[src/rtl/soc_bus_fabric_pkg.sv]
// soc_bus_fabric_pkg: shared definitions for the system-bus fabric.
//   wait_state_t : wait FSM states (ST_IDLE, ST_WAIT)
//   OPEN_BUS     : value returned on a timed-out read
//   ram_sel_code : select code used for the default RAM slot (= NSLOT)
// Optional feature macro used by the fabric: BUS_TIMEOUT_EN.
package soc_bus_fabric_pkg;

  typedef enum logic {
    ST_IDLE,
    ST_WAIT
  } wait_state_t;

  localparam logic [7:0] OPEN_BUS = 8'hFF;

  function automatic int unsigned ram_sel_code(input int unsigned nslot);
    return nslot;
  endfunction

endpackage

[src/rtl/soc_bus_fabric_wait_ctrl.sv]
// bus_wait_ctrl: wait-state FSM for the system-bus fabric.
//   clk, reset_n : clock, asynchronous active-low reset
//   ws           : fixed wait states of the currently decoded slot
//   ready        : ready handshake of the currently decoded slot
//   cpu_rdy      : low = stall the CPU this cycle
//   timeout      : one-cycle pulse on the cycle a stall is forcibly ended
// With BUS_TIMEOUT_EN defined a stall counter ends any stall after TIMEOUT
// cycles; otherwise stalls last until the slot becomes ready.
module bus_wait_ctrl
  import soc_bus_fabric_pkg::*;
#(
  parameter int unsigned WS_W    = 4,
  parameter int unsigned TIMEOUT = 255
) (
  input  logic            clk,
  input  logic            reset_n,
  input  logic [WS_W-1:0] ws,
  input  logic            ready,
  output logic            cpu_rdy,
  output logic            timeout
);

  wait_state_t     state_q, state_d, state_nx;
  logic [WS_W-1:0] cnt_q, cnt_d;
  logic            rdy_raw;

  always_comb begin
    state_d = state_q;
    cnt_d   = cnt_q;
    rdy_raw = 1'b1;
    case (state_q)
      ST_IDLE: begin
        if (ws != '0 || !ready) begin
          rdy_raw = 1'b0;
          // IDLE already costs one stall cycle, so load N-1.
          cnt_d   = (ws == '0) ? '0 : ws - 1'b1;
          state_d = ST_WAIT;
        end
      end
      ST_WAIT: begin
        if (cnt_q != '0) begin
          rdy_raw = 1'b0;
          cnt_d   = cnt_q - 1'b1;
        end else if (ready) begin
          state_d = ST_IDLE;
        end else begin
          rdy_raw = 1'b0;
        end
      end
      default: state_d = ST_IDLE;
    endcase
  end

`ifdef BUS_TIMEOUT_EN
  localparam int unsigned CW = $clog2(TIMEOUT + 1);

  logic [CW-1:0] stall_q, stall_d;

  assign timeout = !rdy_raw && (stall_q == CW'(TIMEOUT));

  always_comb begin
    stall_d = stall_q + 1'b1;
    if (rdy_raw || timeout) stall_d = '0;
  end

  always_ff @(posedge clk or negedge reset_n) begin
    if (!reset_n) stall_q <= '0;
    else          stall_q <= stall_d;
  end
`else
  assign timeout = 1'b0;
`endif

  assign state_nx = timeout ? ST_IDLE : state_d;
  assign cpu_rdy  = rdy_raw | timeout;

  always_ff @(posedge clk or negedge reset_n) begin
    if (!reset_n) begin
      state_q <= ST_IDLE;
      cnt_q   <= '0;
    end else begin
      state_q <= state_nx;
      cnt_q   <= cnt_d;
    end
  end

endmodule

[src/rtl/soc_bus_fabric.sv]
// soc_bus_fabric: 65xx system-bus fabric. Decodes cpu_ab into NSLOT
// peripheral slots plus a default RAM slot, drives chip selects and a
// qualified write strobe, returns registered-select read data and stalls
// the CPU through cpu_rdy for per-slot wait states / slot ready.
//   cpu_ab, cpu_we_n      : CPU address and write enable (low = write)
//   cpu_di, cpu_rdy       : read data and ready back to the CPU
//   slot_cs_n, slot_we_n  : per-slot selects, qualified write strobe
//   slot_rdy, slot_do     : per-slot ready and packed read data
//   ram_cs_n, ram_do      : default RAM select and read data
//   bus_err, err_addr     : timeout pulse and last timed-out address
// Optional feature macro: BUS_TIMEOUT_EN (stall timeout, bus error report).
module soc_bus_fabric
  import soc_bus_fabric_pkg::*;
#(
  parameter int unsigned AW        = 20,
  parameter int unsigned NSLOT     = 4,
  parameter int unsigned PAGE_BITS = 8,
  parameter int unsigned SUB_BITS  = 6,
  parameter logic [NSLOT*PAGE_BITS-1:0] SLOT_PAGE = {8'h0f, 8'h0e, 8'h0d, 8'h0d},
  parameter logic [NSLOT*SUB_BITS-1:0]  SLOT_SUB  = {6'h00, 6'h00, 6'h01, 6'h00},
  parameter logic [NSLOT-1:0]           SLOT_SUBEN = 4'b0011,
  parameter int unsigned WS_W      = 4,
  parameter logic [NSLOT*WS_W-1:0]      SLOT_WS   = {4'd0, 4'd0, 4'd2, 4'd1},
  parameter int unsigned TIMEOUT   = 255
) (
  input  logic               clk,
  input  logic               reset_n,
  input  logic [AW-1:0]      cpu_ab,
  input  logic               cpu_we_n,
  output logic [7:0]         cpu_di,
  output logic               cpu_rdy,
  output logic [NSLOT-1:0]   slot_cs_n,
  output logic               slot_we_n,
  input  logic [NSLOT-1:0]   slot_rdy,
  input  logic [8*NSLOT-1:0] slot_do,
  output logic               ram_cs_n,
  input  logic [7:0]         ram_do,
  output logic               bus_err,
  output logic [AW-1:0]      err_addr
);

  localparam int unsigned SEL_W = $clog2(NSLOT + 1);
  localparam logic [SEL_W-1:0] RAM_SEL = SEL_W'(ram_sel_code(NSLOT));

  logic [PAGE_BITS-1:0] page;
  logic [SUB_BITS-1:0]  sub;
  logic [SEL_W-1:0]     sel_d, sel_q;
  logic [WS_W-1:0]      ws_sel;
  logic                 rdy_sel;
  logic                 found;
  logic                 wait_rdy;
  logic                 timeout;
  logic                 unused_ab;

  assign page      = cpu_ab[AW-1 -: PAGE_BITS];
  assign sub       = cpu_ab[AW-PAGE_BITS-1 -: SUB_BITS];
  assign unused_ab = ^cpu_ab;

  // Lowest hitting slot wins; no hit falls through to RAM.
  always_comb begin
    sel_d = RAM_SEL;
    found = 1'b0;
    for (int unsigned i = 0; i < NSLOT; i++) begin
      if (!found && page == SLOT_PAGE[i*PAGE_BITS +: PAGE_BITS] &&
          (!SLOT_SUBEN[i] || sub == SLOT_SUB[i*SUB_BITS +: SUB_BITS])) begin
        sel_d = SEL_W'(i);
        found = 1'b1;
      end
    end
  end

  always_comb begin
    ws_sel    = '0;
    rdy_sel   = 1'b1;
    slot_cs_n = '1;
    for (int unsigned i = 0; i < NSLOT; i++) begin
      if (sel_d == SEL_W'(i)) begin
        ws_sel       = SLOT_WS[i*WS_W +: WS_W];
        rdy_sel      = slot_rdy[i];
        slot_cs_n[i] = 1'b0;
      end
    end
  end

  assign ram_cs_n = (sel_d != RAM_SEL);

  always_ff @(posedge clk or negedge reset_n) begin
    if (!reset_n) sel_q <= RAM_SEL;
    else          sel_q <= sel_d;
  end

  bus_wait_ctrl #(
    .WS_W    (WS_W),
    .TIMEOUT (TIMEOUT)
  ) u_wait (
    .clk     (clk),
    .reset_n (reset_n),
    .ws      (ws_sel),
    .ready   (rdy_sel),
    .cpu_rdy (wait_rdy),
    .timeout (timeout)
  );

  // Reset forces ready high and the strobe inactive without waiting for a clock.
  assign cpu_rdy   = wait_rdy | ~reset_n;
  assign slot_we_n = cpu_we_n | ~cpu_rdy | ~reset_n;

  always_comb begin
    cpu_di = ram_do;
    for (int unsigned i = 0; i < NSLOT; i++) begin
      if (sel_q == SEL_W'(i)) cpu_di = slot_do[i*8 +: 8];
    end
    if (timeout) cpu_di = OPEN_BUS;
  end

`ifdef BUS_TIMEOUT_EN
  logic          bus_err_q;
  logic [AW-1:0] err_addr_q, err_addr_d;

  assign err_addr_d = timeout ? cpu_ab : err_addr_q;

  always_ff @(posedge clk or negedge reset_n) begin
    if (!reset_n) begin
      bus_err_q  <= 1'b0;
      err_addr_q <= '0;
    end else begin
      bus_err_q  <= timeout;
      err_addr_q <= err_addr_d;
    end
  end

  assign bus_err  = bus_err_q;
  assign err_addr = err_addr_q;
`else
  assign bus_err  = 1'b0;
  assign err_addr = '0;
`endif

endmodule

[config.mk]
export PLATFORM = sky130hd
export DESIGN_NAME = soc_bus_fabric
export DESIGN_NICKNAME = d
export VERILOG_FILES = /design/src/rtl/soc_bus_fabric_pkg.sv /design/src/rtl/soc_bus_fabric_wait_ctrl.sv /design/src/rtl/soc_bus_fabric.sv
export SDC_FILE = /design/constraint.sdc
export NUM_CORES = 1
export LEC_CHECK = 0
export CAP_MARGIN = 20
export CORE_MARGIN = 10
export CORE_UTILIZATION = 30
export CTS_BUF_LIST = sky130_fd_sc_hd__clkbuf_16
export DETAILED_ROUTE_END_ITERATION = 10
export GPL_TIMING_DRIVEN = 0
export PLACE_DENSITY = 0.88
export SLEW_MARGIN = 20
export SYNTH_ARGS = -nofsm -noshare
export SYNTH_HDL_FRONTEND = slang
export SYNTH_SLANG_ARGS = --single-unit
[constraint.sdc]
create_clock -name clk -period 2.3 [get_ports clk]
set_input_delay 0.69 -clock clk [delete_from_list [all_inputs] [get_ports clk]]
set_output_delay 0.69 -clock clk [all_outputs]
set_load 0.01 [all_outputs]
==> results of run 1 <==
[layout by cell type, fill, tap and decap left out, types with 3 or more instances in the layout]
| cell type | count |
|---|---|
| nand2_1 | 5 |
| dlygate4sd2_1 | 5 |
| nand2b_1 | 3 |
| buf_4 | 38 |
| buf_6 | 16 |
| buf_2 | 42 |
| inv_1 | 4 |
| mux4_2 | 8 |
| mux2_4 | 8 |
| clkbuf_16 | 3 |
| dfrtp_1 | 7 |
| conb_1 | 21 |
| clkdlybuf4s50_1 | 10 |
[logic make-up (layout without fill, tap and decap cells)]
kind of cell / count (synthesis) / count (layout)
XOR/XNOR: 1 / 1
AND/OR/NAND/NOR: 32 / 32
AO/OA/AOI/OAI: 13 / 13
buffers and inverters: 30 / 123
multiplexers: 16 / 16
flip-flops: 8 / 8
other: 1 / 21
adder cells (fa/ha/maj): 2 / 2
[layer usage]
layer / wire length (µm) / global-route usage (%)
met1: 1896 / 15.19
met2: 2162 / 23.68
met3: 526 / 5.518
met4: 27 / 2.688
met5: 0 / 0
[cell usage after synthesis, types with 2 or more instances]
| library cell | count |
|---|---|
| nor3b_1 | 2 |
| buf_2 | 2 |
| ha_1 | 2 |
| nand2_1 | 6 |
| dfrtp_1 | 7 |
| o21ai_0 | 3 |
| a21oi_1 | 2 |
| nand3_1 | 2 |
| and4bb_2 | 2 |
| inv_1 | 5 |
| nand2b_1 | 3 |
| buf_4 | 21 |
| mux4_2 | 8 |
| mux2_2 | 8 |
| nand4b_1 | 2 |
[power by group]
part,total (W),switching [W],internal [W]
clock,0.000299,0.0000718,0.000227
sequential,0.000220,0.0000406,0.000180
combinational,0.000428,0.000182,0.000246
total,0.000947,0.000295,0.000652
[worst max-delay path by stage]
stage	to	slack [ns]	depth (start not counted)
after floorplan	cpu_rdy	0.06	4
after global placement	cpu_rdy	-0.94	6
after detailed placement	cpu_rdy	-0.97	6
after CTS	cpu_rdy	-0.18	6
after global routing	cpu_rdy	-0.23	6
final	cpu_rdy	-0.20	6
[sequential cells by signal (all words and copies together), names as in the netlist]
name,count
sel_q,3
u_wait.cnt_q,4
u_wait.state_q,1
[repair_timing]
action                     in CTS  in global routing
pin swaps                      14                  7
hold endpoints to repair        0                  0
setup endpoints to repair      15                 15
buffers inserted               10                  6
gates resized for setup       248                 14
[area by class of cell]
cell class,count,area (µm²)
clock inverters,1,3.754
plain buffers,23,173.9
well taps,46,57.56
inverters,5,18.77
multi-input cells,85,850.8
fillers,283,1279
clock buffers,3,75.07
repair buffers,91,676.9
flip-flops and latches,8,201.4
[critical path: stages]
cell	delay [ns]
buf_6	0.09
and4bb_4	0.37
and4_4	0.26
a21oi_4	0.06
a21bo_2	0.22
buf_6	0.12
[metrics by stage]
stage          utilization, %  total power, W  worst slack, ns  cell area (µm²)  hold WS [ns]
2_1_floorplan               -       0.0004266          0.06151             1112        0.3944
3_3_place_gp            57.56       0.0005830          -0.9434             1921        0.5130
3_5_place_dp            57.56       0.0005939          -0.9691             1921        0.5272
4_1_cts                 59.47       0.0008970          -0.1805             1984        0.5058
5_1_grt                 61.68        0.001005          -0.2290             2058        0.5273
6_report                61.68       0.0009468          -0.1980             2058        0.4859
==> out/results.ini, run 1 <==
[cts]
htree_num_levels = 1
cts_tree = yes
cts_root_buf = clkbuf_16
clk_pin_slew_ns = 0.04
cts_buffers = 3
cts_buffer_depth = 2
postCtsHoldBufs = 0
insertion_delay_ns = 0.23
numClockSinks = 8

[worst_setup_path]
crit_start = cpu_ab[18]
ff2ff_setup_slack_ns = 0.71
cp-end-kind = output pin
critPathArrivalTime_ns = 1.81
reg2reg_from = u_wait.cnt_q[0]$_DFFE_PN0P_
reg2regPathDepth = 8
worstSetupPathType = primary input to output pin
required_ns = 1.61
critPathLaunchType = primary input
crit_fanout = 4
r2r-end = u_wait.cnt_q[1]$_DFFE_PN0P_

[route]
first_pass_iters = 4
routedWlPerCell_um = 17.60
avgViaCountPerCell = 4.592
route.vias.total = 1203
antenna_left = 0
drc = 0
drt-total-wl_mm = 4.612
drtIter0Drc = 25

[finish]
drive_gt1_share_pct = 66.20
layout.nets = 286
syn_to_final_growth_pct = 98.43
num_antenna_cells = 0
final_cells = 262

[die]
core_area_um2 = 3337
start_util_pct = 31.08
pin_count = 103
die_w_um = 78.80
fp-row-count = 21
dieArea_um2 = 6209
die_h_um = 78.80

[timing]
finalHoldViolations = 0
layout_setup_ws_ns = -0.1980
fin_setup_tns_ns = -0.9568
slew_viol_final = 0
clock-skew-final_ns = 0.005336
timing.final.crit_share_pct = 108.6
finalCriticalPeriod_ns = 2.498
rsz0062_at_grt = yes
finalSetupViolations = 13
maxClockFrequency_mhz = 400.3

[synth]
synth-xor-area-share_pct = 0.8444
synthesis.area_um2 = 1037
synth_area_leaders = mux4_2 (17%), dfrtp_1 (17%), buf_4 (15%)
synth_mux_area_share_pct = 26.06
ys.warnings.count = 0
synth_top_cell_by_area = mux4_2
yosys.area.top_type_share_pct = 17.37
synth_compound_area_share_pct = 10.25
synthCells = 103
synth_fa_ha_area_share_pct = 2.413
avgSynthCellArea_um2 = 10.07
ys_seq_elements = 8
synth-edff-count = 0
yosys.area_share.simple_pct = 21.95
yosysUniqueCellTypes = 43
async_flop_share_pct = 100.0
synth_ff_type = dfrtp_1
yosysSeqAreaShare_pct = 19.42
synth_top_family_by_area = multiplexers

[power_and_ir_drop]
p_per_area_nw_per_um2 = 460.0
ir_drop_v = 0.0004693
leakagePower_nw = 1.016

[global_route]
grt_overflow = 0
grt_max_degree = 11
grt_pass1_vias = 1264
grt_first_pass_wirelength_mm = 6.762
grt_usage_pct = 13.55
antenna_found_initial = 0

[status]
outcome = complete, but fails checks
violations = setup timing

[placement]
hpwl_mm = 3.695
port_buffers = 75
place_congestion = 0.8375
dpl.cell_count = 244

[run]
max_cap_viol_count = 0

[worst_hold_path]
hold_path.class = primary input to async pin

No activity file was read; power rests on OpenSTA's default activity.
==> run 2, diff against run 1 <==
--- a/config.mk
+++ b/config.mk
@@ -6,12 +6,13 @@
 export NUM_CORES = 1
 export LEC_CHECK = 0
 export CAP_MARGIN = 20
-export CORE_MARGIN = 10
-export CORE_UTILIZATION = 30
+export CORE_MARGIN = 1.5
+export CORE_UTILIZATION = 50
 export CTS_BUF_LIST = sky130_fd_sc_hd__clkbuf_16
 export DETAILED_ROUTE_END_ITERATION = 10
+export DONT_BUFFER_PORTS = 1
 export GPL_TIMING_DRIVEN = 0
-export PLACE_DENSITY = 0.88
+export PLACE_DENSITY = 0.71
 export SLEW_MARGIN = 20
 export SYNTH_ARGS = -nofsm -noshare
 export SYNTH_HDL_FRONTEND = slang
==> out/results.ini, run 2 (synthesis gave the netlist of run 1 again) <==
[placement]
place_congestion = 0.7676  ; -8.3%
place_area_um2 = 1146  ; -40%
port_buffers = 0  ; -100%
dpl.cell_count = 150  ; -39%
hpwl_mm = 2.127  ; -42%

[worst_setup_path]
path_cells = and4bb_2 > and4_1 > a21oi_2 > a21bo_2
crit_buf_inv = 0  ; -2
required_ns = 1.61  ; about the same
cp_slowest_cell = and4bb_2
crit_cells = 4  ; -2
reg2regPathDepth = 7  ; -1
worstSetupPathType = primary input to output pin
critPathLaunchType = primary input
cp-end-kind = output pin
critPathArrivalTime_ns = 1.57  ; -0.24 ns
crit_fanout = 4  ; unchanged
crit_family = simple AND/OR/NAND/NOR gates
max_stage_delay_ns = 0.32  ; -0.05 ns

[global_route]
grt_max_degree = 11  ; unchanged
grt_overflow = 0  ; unchanged
antenna_found_initial = 0  ; unchanged
grt_usage_pct = 21.05  ; +7.5 points
grt_first_pass_wirelength_mm = 3.795  ; -44%
grt_pass1_vias = 826  ; -35%

[finish]
drive_gt1_share_pct = 50.38  ; -16 points
reg.largest.list = u_wait.cnt_q x4, sel_q x3, u_wait.state_q x1
regMostFlops = u_wait.cnt_q
syn_to_final_growth_pct = 27.26
largest_register_ffs = 4  ; unchanged
final_cells = 160  ; -39%
fillers = 168  ; -41%
fin_util_pct = 67.28  ; +5.6 points
fin_area_um2 = 1320  ; -36%
layout_common_cells = buf_4 (28), conb_1 (21), mux4_2 (8), mux2_2 (8), dfrtp_1 (7)
layout.nets = 203  ; -29%
num_antenna_cells = 0  ; unchanged
layout_commonest_cell = buf_4

[route]
routedWlPerCell_um = 16.41  ; -6.8%
drt-total-wl_mm = 2.626  ; -43%
top_layer = met4
drtIter0Drc = 11  ; -56%
route.met3.wl_um = 229  ; -56%
route.vias.total = 843  ; -30%
avgViaCountPerCell = 5.269  ; +15%
wl_met2_mm = 1.453  ; -33%
wl_met1_um = 908  ; -52%
first_pass_iters = 4  ; unchanged
drc = 0  ; unchanged
antenna_left = 0  ; unchanged

[die]
die_w_um = 48.55  ; -38%
core_area_um2 = 1962  ; -41%
die_h_um = 48.55  ; -38%
start_util_pct = 52.87  ; +22 points
pin_count = 103  ; unchanged
dieArea_um2 = 2357  ; -62%
fp-row-count = 16  ; -24%

[cts]
postCtsHoldBufs = 0  ; unchanged
cts_buffers = 3  ; unchanged
insertion_delay_ns = 0.24  ; about the same
numClockSinks = 8  ; unchanged
clk_pin_slew_ns = 0.04  ; about the same
cts_tree = yes
cts_buffer_depth = 2  ; unchanged
htree_num_levels = 1  ; unchanged
cts_root_buf = clkbuf_16

[timing]
timing.final.crit_share_pct = 98.14  ; -10 points
clock-skew-final_ns = 0.003037  ; -0.002299 ns
slew_viol_final = 0  ; unchanged
finalCriticalPeriod_ns = 2.257  ; -0.2408 ns
finalSetupViolations = 0  ; -13
finalHoldViolations = 0  ; unchanged
maxClockFrequency_mhz = 443.0  ; +11%
fin_setup_tns_ns = 0  ; +0.9568 ns

[power_and_ir_drop]
leakagePower_nw = 0.5943  ; -42%
ir_drop_v = 0.0005347  ; +14%
p_per_area_nw_per_um2 = 654.0  ; +42%

[worst_hold_path]
hold_path.class = primary input to async pin

[status]
outcome = finished, final reports clean

[run]
max_cap_viol_count = 0  ; unchanged

run 2: changes by cell type in the layout (fill, tap and decap cells not counted), sizes merged:
cell / before / now
dlygate4sd2: 5 / 0
clkbuf: 4 / 3
clkdlybuf4s50: 10 / 0
clkdlybuf4s15: 1 / 0
buf: 97 / 31
run 2: final timing paths:
| check | startpoint | end | slack [ns] |
|---|---|---|---|
| min | reset_n | u_wait.cnt_q[3]$_DFFE_PN0P_ | 0.15 |
| max in group asynchronous | reset_n | sel_q[2]$_DFF_PN1_ | 1.98 |
| min in group clk | u_wait.cnt_q[1]$_DFFE_PN0P_ | u_wait.cnt_q[1]$_DFFE_PN0P_ | 0.54 |
| max | cpu_ab[19] | cpu_rdy | 0.04 |
| max reg2reg | u_wait.cnt_q[0]$_DFFE_PN0P_ | u_wait.state_q$_DFF_PN0_ | 0.86 |
| min reg2reg | u_wait.cnt_q[1]$_DFFE_PN0P_ | u_wait.cnt_q[1]$_DFFE_PN0P_ | 0.54 |
run 2: routing by layer:
metal,global-route usage [%],vias up
met2,40.05,44
met5,0,-
li1,-,400
met1,19.48,395
met3,9.877,4
met4,7.143,0
run 2: cell type report:
type | count | area [µm²] | area share (%)
well taps | 27 | 33.78 | 2.559
repair buffers | 7 | 52.55 | 3.981
multi-input cells | 85 | 757.0 | 57.35
inverters | 5 | 18.77 | 1.422
clock inverters | 1 | 3.754 | 0.2844
clock buffers | 3 | 75.07 | 5.687
flip-flops and latches | 8 | 201.4 | 15.26
plain buffers | 24 | 177.7 | 13.46
run 2: what timing repair did:
item                                    CTS  global route
gates resized for setup                   7             5
endpoints found under the setup margin   10             9
pin swaps                                 4             2
setup buffers                             4             3
run 2: power breakdown:
part	leakage [nW]	internal [W]	total [W]	switching, W
Sequential	0.102	0.000180	0.000213	0.0000339
Clock	0.0423	0.000227	0.000307	0.0000795
Combinational	0.450	0.000189	0.000343	0.000154
run 2: stage by stage:
step	setup slack, ns	power [W]	hold slack, ns
3_5_place_dp	-0.1230	0.0004643	0.3946
4_1_cts	-0.004496	0.0008039	0.1435
2_1_floorplan	0.06151	0.0004266	0.3944
6_report	0.04278	0.0008633	0.1468
3_3_place_gp	-0.07204	0.0004525	0.3946
5_1_grt	-0.01256	0.0009077	0.1394
